<file path="src/rtl/div_pkg.sv">
// Shared helpers for the programmable clock divider: select-width sizing and ratio sanitising.
// No logic of its own; latency and backpressure belong to the modules that import it.
package div_pkg;

    function automatic int ch_w(input int n);
        return (n <= 2) ? 1 : $clog2(n);
    endfunction

    // A divide ratio of zero is meaningless, so it runs as divide-by-one.
    function automatic logic [31:0] ratio_fix(input logic [31:0] v);
        return (v == 32'd0) ? 32'd1 : v;
    endfunction

endpackage

</file>
<file path="src/rtl/div_clk_ch.sv">
// One divider channel: counter, active/pending ratio, registered clk_en strobe and square wave.
// Latency: outputs registered one cycle behind cnt; no backpressure, free-running.
module div_clk_ch
    import div_pkg::*;
#(
    parameter int DIV_W   = 8,
    parameter int DEF_DIV = 2
) (
    input  logic             clk,
    input  logic             rst,
    input  logic             ld,
    input  logic [DIV_W-1:0] val,
    input  logic             sync,
    output logic             pend,
    output logic             clk_en,
    output logic             clk_out
);

    localparam logic [DIV_W-1:0] DEF_R = DIV_W'(DEF_DIV);
    localparam logic [DIV_W-1:0] ONE   = DIV_W'(1);

    logic [DIV_W-1:0] cnt;
    logic [DIV_W-1:0] ratio;
    logic [DIV_W-1:0] pend_val;
    logic [DIV_W:0]   half;
    logic             wrap;
    logic             hi;

    assign half = ({1'b0, ratio} + 1'b1) >> 1;
    assign wrap = (cnt == ratio - ONE);
    assign hi   = (ratio != ONE) && ({1'b0, cnt} < half);

    always_ff @(posedge clk) begin
        if (!rst) begin
            cnt      <= '0;
            ratio    <= DEF_R;
            pend_val <= DEF_R;
            pend     <= 1'b0;
            clk_en   <= 1'b0;
            clk_out  <= 1'b0;
        end else begin
            // Sync wins over the wrap and suppresses the strobe of the aborted period.
            if (sync) begin
                cnt     <= '0;
                clk_en  <= 1'b0;
                clk_out <= 1'b0;
                if (pend) ratio <= pend_val;
            end else if (wrap) begin
                cnt     <= '0;
                clk_en  <= 1'b1;
                clk_out <= hi;
                if (pend) ratio <= pend_val;
            end else begin
                cnt     <= cnt + ONE;
                clk_en  <= 1'b0;
                clk_out <= hi;
            end

            // A load landing on a boundary stays pending for the next one.
            if (ld) begin
                pend_val <= val;
                pend     <= 1'b1;
            end else if (sync || wrap) begin
                pend     <= 1'b0;
            end
        end
    end

endmodule

</file>
<file path="src/rtl/div_clk_gen.sv">
// NCH programmable glitch-free clock dividers with phase sync, plus counted POR release.
// Latency: one cycle from load/sync to state; no backpressure, loads are never stalled.
module div_clk_gen
    import div_pkg::*;
#(
    parameter int  NCH     = 2,
    parameter int  DIV_W   = 8,
    parameter int  DEF_DIV = 2,
    parameter int  POR_CYC = 16,
    localparam int CH_W    = ch_w(NCH)
) (
    input  logic             clk,
    input  logic             rst,
    input  logic             div_ld,
    input  logic [CH_W-1:0]  div_sel,
    input  logic [DIV_W-1:0] div_val,
    input  logic             sync,
    output logic [NCH-1:0]   div_pend,
    output logic [NCH-1:0]   clk_en,
    output logic [NCH-1:0]   clk_out,
    output logic             rst_out
);

    localparam int              POR_W   = $clog2(POR_CYC + 1);
    localparam logic [POR_W-1:0] POR_MAX = POR_W'(POR_CYC);

    logic             ld_ok;
    logic [DIV_W-1:0] val_fix;
    logic [POR_W-1:0] por_cnt;

    assign ld_ok   = div_ld && (32'(div_sel) < NCH);
    assign val_fix = DIV_W'(ratio_fix(32'(div_val)));

    for (genvar i = 0; i < NCH; i++) begin : g_ch
        div_clk_ch #(
            .DIV_W   (DIV_W),
            .DEF_DIV (DEF_DIV)
        ) u_ch (
            .clk     (clk),
            .rst     (rst),
            .ld      (ld_ok && (32'(div_sel) == i)),
            .val     (val_fix),
            .sync    (sync),
            .pend    (div_pend[i]),
            .clk_en  (clk_en[i]),
            .clk_out (clk_out[i])
        );
    end

    // Core reset drops on the same edge the counter reaches its limit, then holds.
    always_ff @(posedge clk) begin
        if (!rst) begin
            por_cnt <= '0;
            rst_out <= 1'b1;
        end else if (por_cnt != POR_MAX) begin
            por_cnt <= por_cnt + 1'b1;
            rst_out <= (por_cnt + 1'b1) != POR_MAX;
        end
    end

endmodule
</file>
<file path="config.mk">
export PLATFORM = sky130hd
export DESIGN_NAME = div_clk_gen
export DESIGN_NICKNAME = d
export VERILOG_FILES = /design/src/rtl/div_pkg.sv /design/src/rtl/div_clk_ch.sv /design/src/rtl/div_clk_gen.sv
export SDC_FILE = /design/constraint.sdc
export NUM_CORES = 1
export LEC_CHECK = 0
export BUFFER_PORTS_ARGS = -buffer_cell sky130_fd_sc_hd__buf_2
export CAP_MARGIN = 20
export CORE_MARGIN = 3
export CORE_UTILIZATION = 40
export DETAILED_ROUTE_END_ITERATION = 16
export GPL_TIMING_DRIVEN = 1
export HOLD_SLACK_MARGIN = 0.05
export PLACE_DENSITY_LB_ADDON = 0.1
export SLEW_MARGIN = 0
export SYNTH_ARGS = -nofsm -noshare
export SYNTH_HDL_FRONTEND = slang
export SYNTH_HIERARCHICAL = 1
export SYNTH_SLANG_ARGS = --single-unit
export TNS_END_PERCENT = 50
</file>
<file path="constraint.sdc">
create_clock -name clk -period 2.2 [get_ports clk]
set_input_delay 0.22 -clock clk [delete_from_list [all_inputs] [get_ports clk]]
set_output_delay 0.22 -clock clk [all_outputs]
set_load 0.005 [all_outputs]
</file>
==> reports/results.tsv, run 1 <==
metric	value	unit
run status	completed	
combinational fraction of design power	0.095	
synthesis-to-layout area growth	13.0	%
routability cong.	0.793	
full die area	0.0103	mm²
most used flip-flop cell after synthesis	sky130_fd_sc_hd__dfxtp_1	
Reg2Reg Depth	6	
initial standard-cell utilization of the core	0.415	
Boundary Pins	20	
sort of element at the start of the critical path	register	
Clk pin slew, worst setup/hold paths	0.07	ns
count of yosys warnings during synthesis	6	
Critical Path End Type	register	
required time at the worst-slack endpoint	2.45	ns
pin count of the biggest net entering global routing	39	
CTS Root Buffer Type	sky130_fd_sc_hd__clkbuf_8	
via-per-instance ratio	4.88	
Pre-antenna DRT Iters	4	
GRT overflow	0	
Cell variety after synth	44	
core area	0.00881	mm²
total global-route track usage	0.145	
slew at the pin closest to its max-slew limit	0.564	ns
horizontal die dimension	102	µm
final-layout setup total negative slack	0	ns
period utilization	0.987	
part of the total power dissipated in sequential elements	0.491	
highest fanout seen on the critical path	8	
sum of net half-perimeters after detailed placement	5.23	mm
max-slew violation count	0	
worst hold start	div_val[1]	
end of the worst register-to-register path	g_ch[0].u_ch/ratio[3]	
# DRC	0	
leading cell types in the layout, fill and taps excluded	sky130_fd_sc_hd__dfxtp_1, sky130_fd_sc_hd__nand2_1, sky130_fd_sc_hd__mux2i_1, sky130_fd_sc_hd__xor2_1, sky130_fd_sc_hd__ha_1	
instance count along the most critical hold path	3	
Power, Total	2.33	mW
achievable clock frequency	461	MHz
CTS Buf Count	9	
maximum clock path buffer count	2	
worst hold path class	in -> reg	
count of buffers inserted at the top-level ports	19	
count of standard-cell rows	34	
CTS tree	done	
static power due to leakage	1.68	nW
arrival time of the worst setup path	2.42	ns
global-route wire length before repair	11.9	mm
die extent in y	102	µm
net count reported at finish	456	
most common cell after layout, fill and taps aside	sky130_fd_sc_hd__dfxtp_1	
Fin. Hold Viols	0	
Clk Latency, worst-skew pair	0.33	ns
Clock H-tree levels	3	
hold worst-path end	g_ch[0].u_ch/pend_val[1]	
async set-or-reset flop fraction in the synthesized netlist	0	
total power per unit cell area	564	mW/mm²
Setup CP Type	reg -> reg	
minimum clock period	2.17	ns
Detailed Route Iter0 Violations	86	
routed vias	2589	
post-synth net total	433	
average detailed-routed wire length per instance	13.1	µm
RSZ-0062 raised after global routing	yes	
diode count	0	
post-synthesis instance total	395	
antenna-violating nets left	0	
clock power share	0.414	
fillcell total	868	
maximum vdd drop	0.307	mV
post-synthesis area per instance	9.25	µm²
max_slew headroom	0.624	
launching element of the worst setup path	g_ch[0].u_ch/ratio[5]	
number of sinks handled by clock tree synthesis	60	
number of max-cap violations	0	
total standard cell area after synthesis	0.00365	mm²
critical register-to-register path startpoint	g_ch[0].u_ch/ratio[5]	
routed wire length	6.96	mm
Setup violations, final	0	
number of antenna violations at the first check in global routing	0	
share of cells above drive strength 1	0.208	
sequential area share after synthesis	0.329	
net switching fraction of the power	0.251	
number of global-route vias before repair	2484	
count of hold buffers inserted by post-cts repair	0	
Seq cells post-synth	60	
net switching component of the power	0.585	mW
worst-case clock skew	0.00676	ns
flop-to-flop setup slack	0.03	ns
EDFF count, synth	0	
internal power summed over all cells	1.75	mW
cells by family after synthesis:
logic type / synth area share
flops: 0.329
buf+inv: 0.0767
fa+ha+maj: 0.0856
mux: 0.0877
simple gates: 0.225
compound gates: 0.0760
xor+xnor: 0.120
power groups by stage:
stage	sequential (mW)	clock [mW]	combinational, mW
5_1_grt	1.15	1.05	0.250
2_1_floorplan	1.16	0	0.168
3_5_place_dp	1.17	0	0.215
6_report	1.14	0.965	0.222
3_3_place_gp	1.17	0	0.214
4_1_cts	1.14	1.01	0.220
registers in the layout (all words and copies together), names as in the netlist:
| name | cells |
|---|---|
| rst_out | 1 |
| g_ch.u_ch/cnt | 16 |
| g_ch.u_ch/pend_val | 16 |
| g_ch.u_ch/ratio | 16 |
| g_ch.u_ch/pend | 2 |
| por_cnt | 5 |
| g_ch.u_ch/clk_en | 2 |
| g_ch.u_ch/clk_out | 2 |
cells in the mapped netlist, drive strengths merged (3+ instances only):
cell type	instances	area, µm²
nor3b	3	22.5
inv	10	37.5
nand2b	6	37.5
clkbuf	11	41.3
xnor2	23	201
buf	19	181
nand3	23	120
a21o	9	67.6
o21a	7	52.6
mux2i	32	320
and3	3	18.8
nor4	3	31.3
nand2	48	180
xor2	27	236
nor3	7	35.0
nor2	24	90.1
dfxtp	60	1200
ha	25	313
nor2b	16	100
and2b	4	30.0
routing by layer:
metal  share of wire  global-route usage  up-vias  wire length [µm]
li1                -                   -     1376                 -
met1            0.53               0.206     1178              3680
met2            0.44               0.216       29              3060
met3           0.022              0.0344        6               155
met4          0.0093              0.0460        0                65
met5               0                   0        -                 0
critical path: stages, from the launching register on:
cell	delay (ns)
sky130_fd_sc_hd__dfxtp_1	0.31
sky130_fd_sc_hd__or4_4	0.55
sky130_fd_sc_hd__o41ai_2	0.21
sky130_fd_sc_hd__o2111ai_1	0.18
sky130_fd_sc_hd__nor4_2	0.29
sky130_fd_sc_hd__o21a_2	0.34
sky130_fd_sc_hd__mux2i_1	0.22
through the flow:
stage	util	cells	setup slack, ns	hold WS, ns	area [µm²]
2_1_floorplan	-	395	0.0290	0.342	3650
3_3_place_gp	0.435	514	-0.135	0.450	3830
3_5_place_dp	0.435	514	-0.204	0.451	3830
4_1_cts	0.459	530	0.0110	0.126	4040
5_1_grt	0.469	531	-0.0844	0.150	4130
6_report	0.469	531	0.0291	0.142	4130
how the worst max path moves through the flow:
stage          cells after the start                     to
3_3_place_gp                       6  g_ch[0].u_ch/ratio[3]
6_report                           6  g_ch[0].u_ch/ratio[3]
2_1_floorplan                     10  g_ch[0].u_ch/ratio[0]
3_5_place_dp                       6  g_ch[0].u_ch/ratio[5]
5_1_grt                            6  g_ch[0].u_ch/ratio[5]
4_1_cts                            7    g_ch[1].u_ch/cnt[5]
area by class of cell:
class,count,area (µm²),share of cell area
inverters,10,37.5,0.00909
multi-input cells,293,2260,0.548
repair buffers,44,299,0.0724
clock inverters,7,67.6,0.0164
well taps,108,135,0.0327
clock buffers,9,124,0.0300
flip-flops and latches,60,1200,0.292
what timing repair did:
| item | CTS | global route |
|---|---|---|
| endpoints found under the hold margin | 0 | 0 |
| pin swaps | 3 | 6 |
| endpoints found under the setup margin | 26 | 31 |
| buffers inserted | 0 | 1 |
| resized for setup | 4 | 18 |
(Power assumes the default switching activity.)
==> run 2, diff against run 1 <==
BUFFER_PORTS_ARGS = -buffer_cell sky130_fd_sc_hd__buf_4   (was -buffer_cell sky130_fd_sc_hd__buf_2)
==> reports/results.tsv, run 2 (synthesized netlist as in run 1, its figures left out) <==
metric	value	unit
run status	completed	
worst hold path class	in -> reg	
maximum clock path buffer count	2	
final-layout setup total negative slack	0	ns
via-per-instance ratio	4.91	
full die area	0.0103	mm²
routed wire length	7.03	mm
post-layout worst setup margin	0.0392	ns
Boundary Pins	20	
Clk Latency, worst-skew pair	0.33	ns
horizontal die dimension	102	µm
post-route core utilization	0.470	
period utilization	0.982	
Pre-antenna DRT Iters	4	
die extent in y	102	µm
achievable clock frequency	463	MHz
final instance area	0.00414	mm²
sort of element at the start of the critical path	register	
number of global-route vias before repair	2547	
pin count of the biggest net entering global routing	40	
leading cell types in the layout, fill and taps excluded	sky130_fd_sc_hd__dfxtp_1, sky130_fd_sc_hd__nand2_1, sky130_fd_sc_hd__buf_4, sky130_fd_sc_hd__mux2i_1, sky130_fd_sc_hd__xor2_1	
Setup violations, final	0	
Power, Total	2.25	mW
global-route wire length before repair	12.2	mm
hold_ws	0.136	ns
average detailed-routed wire length per instance	13.3	µm
global routing usage on met2	0.221	
highest fanout seen on the critical path	8	
total global-route track usage	0.150	
sum of net half-perimeters after detailed placement	5.07	mm
largest registers	g_ch.u_ch/cnt x16, g_ch.u_ch/pend_val x16, g_ch.u_ch/ratio x16	
core area	0.00881	mm²
antenna-violating nets left	0	
count of standard-cell rows	34	
slew at the pin closest to its max-slew limit	0.548	ns
static power due to leakage	1.68	nW
GRT overflow	0	
max-slew violation count	0	
minimum clock period	2.16	ns
maximum vdd drop	0.268	mV
# DRC	0	
synthesis-to-layout area growth	13.4	%
number of max-cap violations	0	
net count reported at finish	455	
CTS Root Buffer Type	sky130_fd_sc_hd__clkbuf_8	
layer with the highest usage after global routing	met2	
Clk pin slew, worst setup/hold paths	0.07	ns
CTS Buf Count	9	
number of sinks handled by clock tree synthesis	60	
Place WS	-0.183	ns
worst-case clock skew	0.00862	ns
Critical Path End Type	register	
number of antenna violations at the first check in global routing	0	
routability cong.	0.763	
CTS tree	done	
total power per unit cell area	544	mW/mm²
routed vias	2601	
Fin. Hold Viols	0	
GRT met3 Usage	0.0296	
most common cell after layout, fill and taps aside	sky130_fd_sc_hd__dfxtp_1	
arrival time of the worst setup path	2.43	ns
share of cells above drive strength 1	0.204	
max_slew headroom	0.635	
cell area after placement	0.00388	mm²
required time at the worst-slack endpoint	2.47	ns
Detailed Route Iter0 Violations	102	
fraction of met1 tracks used by global routing	0.214	
RSZ-0062 raised after global routing	yes	
diode count	0	
post-placement cell count	514	
Clock H-tree levels	3	
Setup CP Type	reg -> reg	
count of buffers inserted at the top-level ports	19	
initial standard-cell utilization of the core	0.415	
final std cells w/o fill	530	
flop-to-flop setup slack	0.04	ns
## run 2: cell types whose count changed in the layout (fill, tap and decap cells not counted), moves of 2 or more
cell / before / now
sky130_fd_sc_hd__nor2_2: 1 / 3
sky130_fd_sc_hd__buf_2: 19 / 0
sky130_fd_sc_hd__nor2_1: 23 / 21
sky130_fd_sc_hd__buf_4: 23 / 42
sky130_fd_sc_hd__clkbuf_1: 0 / 2
## run 2: worst paths after layout
path	startpoint	end	depth (start not counted)
min	div_val[1]	g_ch[1].u_ch/pend_val[1]	3
max	g_ch[1].u_ch/ratio[2]	g_ch[1].u_ch/cnt[7]	7
max reg2reg	g_ch[1].u_ch/ratio[2]	g_ch[1].u_ch/cnt[7]	7
min reg2reg	g_ch[0].u_ch/pend_val[5]	g_ch[0].u_ch/ratio[5]	2
## run 2: final cells by class
type	count	area [µm²]
multi-input cells	293	2260
inverters	10	37.5
flip-flops and latches	60	1200
clock inverters	4	25.0
fillers	876	4660
repair buffers	43	335
well taps	108	135
clock buffers	12	145
## run 2: critical path, stage by stage (launching register included)
cell                        delay, ns
sky130_fd_sc_hd__dfxtp_2         0.34
sky130_fd_sc_hd__or4_4           0.55
sky130_fd_sc_hd__or4b_4          0.51
sky130_fd_sc_hd__o2111ai_4       0.11
sky130_fd_sc_hd__nor4_4          0.06
sky130_fd_sc_hd__buf_4           0.15
sky130_fd_sc_hd__or2_4           0.27
sky130_fd_sc_hd__nor2_2          0.11
## run 2: routing by layer
metal,part of all wire,vias to the layer above
li1,-,1372
met1,0.53,1195
met2,0.44,32
met3,0.026,2
met4,0.0051,0
met5,0,-
## run 2: power by group
part | switching [mW] | internal [mW]
logic | 0.112 | 0.121
clock network | 0.437 | 0.436
registers | 0.0264 | 1.12
## run 2: what timing repair did
action,CTS,global route
hold buffers,0,0
pin swaps,3,3
resized for setup,3,18
setup endpoints to repair,26,29
buffers inserted,0,0
endpoints found under the hold margin,0,0
==> run 3, diff against run 2 <==
ABC_AREA = 1   (was not set)
==> reports/results.tsv, run 3 <==
metric	value	unit
run status	completed	
Critical Path End Type	register	
minimum clock period	1.96	ns
cell type with the highest aggregate area in the netlist	sky130_fd_sc_hd__dfxtp_1	
cell type of the slowest stage on the worst timing path	sky130_fd_sc_hd__dfxtp_1	
full die area	0.0107	mm²
hold_ws	0.118	ns
arrival time of the worst setup path	2.19	ns
synthesis-to-layout area growth	8.84	%
slew at the pin closest to its max-slew limit	0.759	ns
largest registers	g_ch.u_ch/cnt x16, g_ch.u_ch/pend_val x16, g_ch.u_ch/ratio x16	
async set-or-reset flop fraction in the synthesized netlist	0	
number of antenna violations at the first check in global routing	0	
fillcell total	958	
CTS tree	done	
number of global-route vias before repair	2805	
post-synthesis area per instance	7.35	µm²
critical register-to-register path startpoint	g_ch[1].u_ch/ratio[0]	
Setup CP Type	reg -> reg	
# DRC	0	
internal power summed over all cells	1.88	mW
sequential area share after synthesis	0.317	
kind of cell adding the most delay to the critical path	adder cells	
most common cell after layout, fill and taps aside	sky130_fd_sc_hd__nand2_1	
die extent in y	103	µm
part of the total power dissipated in sequential elements	0.444	
highest fanout seen on the critical path	4	
most common cell in the netlist	sky130_fd_sc_hd__nand2_1	
EDFF count, synth	0	
final-layout setup total negative slack	0	ns
Boundary Pins	20	
worst-case clock skew	0.00814	ns
RSZ-0062 raised after global routing	no	
Seq cells post-synth	60	
achievable clock frequency	511	MHz
final std cells w/o fill	657	
Clock H-tree levels	3	
number of sinks handled by clock tree synthesis	60	
worst hold path class	in -> reg	
total standard cell area after synthesis	0.00379	mm²
Setup violations, final	0	
number of max-cap violations	0	
via-per-instance ratio	4.61	
max_slew headroom	0.493	
main area contributors after synthesis	sky130_fd_sc_hd__dfxtp_1, sky130_fd_sc_hd__nand2_1, sky130_fd_sc_hd__ha_1	
diode count	0	
total global-route track usage	0.155	
CTS Buf Count	9	
cell chain of the critical path	buf_4 -> ha_1 -> nand3_1 -> nor2_1 -> nand2_1 -> xor2_1 -> ha_1 -> a21oi_1 -> o2111ai_1 -> nor2_1	
most used flip-flop cell after synthesis	sky130_fd_sc_hd__dfxtp_1	
sort of element at the start of the critical path	register	
Cell variety after synth	33	
Pre-antenna DRT Iters	4	
max-slew violation count	0	
initial standard-cell utilization of the core	0.422	
launching element of the worst setup path	g_ch[1].u_ch/ratio[0]	
post-synthesis instance total	516	
routability cong.	0.795	
clock power share	0.394	
period utilization	0.890	
count of yosys warnings during synthesis	6	
slowest stage delay, CP	0.34	ns
post-placement cell count	641	
top cells by instance count after synthesis	sky130_fd_sc_hd__nand2_1, sky130_fd_sc_hd__dfxtp_1, sky130_fd_sc_hd__inv_1	
static power due to leakage	1.77	nW
count of buffers inserted at the top-level ports	19	
net switching component of the power	0.808	mW
core area	0.00898	mm²
Critical path buffers and inverters	1	
average detailed-routed wire length per instance	11.5	µm
routed wire length	7.55	mm
required time at the worst-slack endpoint	2.43	ns
maximum vdd drop	0.306	mV
antenna-violating nets left	0	
horizontal die dimension	103	µm
CTS Root Buffer Type	sky130_fd_sc_hd__clkbuf_8	
net count reported at finish	564	
cell area after placement	0.00391	mm²
count of standard-cell rows	34	
Fin. Hold Viols	0	
Clk pin slew, worst setup/hold paths	0.08	ns
total power per unit cell area	650	mW/mm²
post-synth net total	554	
Power, Total	2.68	mW
maximum clock path buffer count	2	
net switching fraction of the power	0.301	
sum of net half-perimeters after detailed placement	5.69	mm
area share of the largest cell type after synthesis	0.317	
GRT overflow	0	
Detailed Route Iter0 Violations	112	
combinational fraction of design power	0.162	
share of cells above drive strength 1	0.171	
Clk Latency, worst-skew pair	0.34	ns
pin count of the biggest net entering global routing	44	
worst hold start	div_val[1]	
global-route wire length before repair	13.0	mm
routed vias	3029	
final instance area	0.00413	mm²
Post CTS Setup Buffer Count	0	
leading cell types in the layout, fill and taps excluded	sky130_fd_sc_hd__nand2_1, sky130_fd_sc_hd__inv_1, sky130_fd_sc_hd__dfxtp_1, sky130_fd_sc_hd__nor2_1, sky130_fd_sc_hd__nand3_1	
==> run 3: changes by cell type in the layout (fill, tap and decap cells not counted), sizes merged, moves of 15 or more <==
cell	before	now
a21oi	2	37
buf	43	28
inv	10	69
mux2i	32	0
nand2	48	104
nand3	23	51
nor2	24	63
nor2b	16	0
o21ai	0	22
==> run 3: worst paths after layout <==
path | end | slack (ns) | cells after the start
setup / recovery | g_ch[1].u_ch/clk_out | 0.24 | 10
hold / removal | g_ch[0].u_ch/pend_val[1] | 0.12 | 3
setup reg to reg | g_ch[1].u_ch/clk_out | 0.24 | 10
hold reg to reg | g_ch[0].u_ch/pend_val[6] | 0.46 | 2
==> run 3: power by group through the flow <==
stage / logic [mW] / registers (mW) / clock network [mW]
after floorplan: 0.391 / 1.19 / 0
after detailed placement: 0.438 / 1.22 / 0
after CTS: 0.439 / 1.19 / 1.09
after global placement: 0.431 / 1.22 / 0
final: 0.434 / 1.19 / 1.06
after global routing: 0.500 / 1.20 / 1.14
==> run 3: metrics by stage <==
| stage | worst slack, ns | util |
|---|---|---|
| 3_5_place_dp | 0.202 | 0.435 |
| 4_1_cts | 0.153 | 0.459 |
| 6_report | 0.242 | 0.460 |
| 5_1_grt | 0.0209 | 0.460 |
| 2_1_floorplan | 0.278 | - |
| 3_3_place_gp | 0.250 | 0.435 |
==> run 3: logic make-up (layout without fill, tap and decap cells) <==
group                      Yosys count  count (layout)  synth area share
AOI/OAI and AO/OA                   64              64             0.101
xor gates and xnor gates            32              32            0.0739
and+or+nand+nor                    237             237             0.291
buffers and inverters               98             113             0.135
adders and majority gates           25              25            0.0825
DFF                                 60              60             0.317
==> run 3: routing by layer <==
layer	wire [µm]	share of wire	GRT usage	up-vias
met1	4040	0.54	0.228	1344
met3	229	0.030	0.0295	8
met5	0	0	0	-
li1	-	-	-	1645
met2	3190	0.42	0.224	32
met4	93	0.012	0.0568	0
==> run 3: timing repair <==
| item | CTS | global route |
|---|---|---|
| gates resized for setup | 0 | 2 |
| hold buffers | 0 | 0 |
| setup endpoints to repair | 0 | 2 |
==> run 3: worst min-delay path, cell delays in order <==
cell                      delay [ns]
sky130_fd_sc_hd__buf_4          0.09
sky130_fd_sc_hd__nand2_1        0.05
sky130_fd_sc_hd__nand3_1        0.06
==> run 3: layout make-up <==
cell class	instances	area, µm²	share of cell area
clock inverters	6	71.3	0.0173
well taps	126	158	0.0382
inverters	69	259	0.0628
flip-flops and latches	60	1200	0.291
clock buffers	10	138	0.0334
repair buffers	28	210	0.0509
multi-input cells	358	2090	0.506
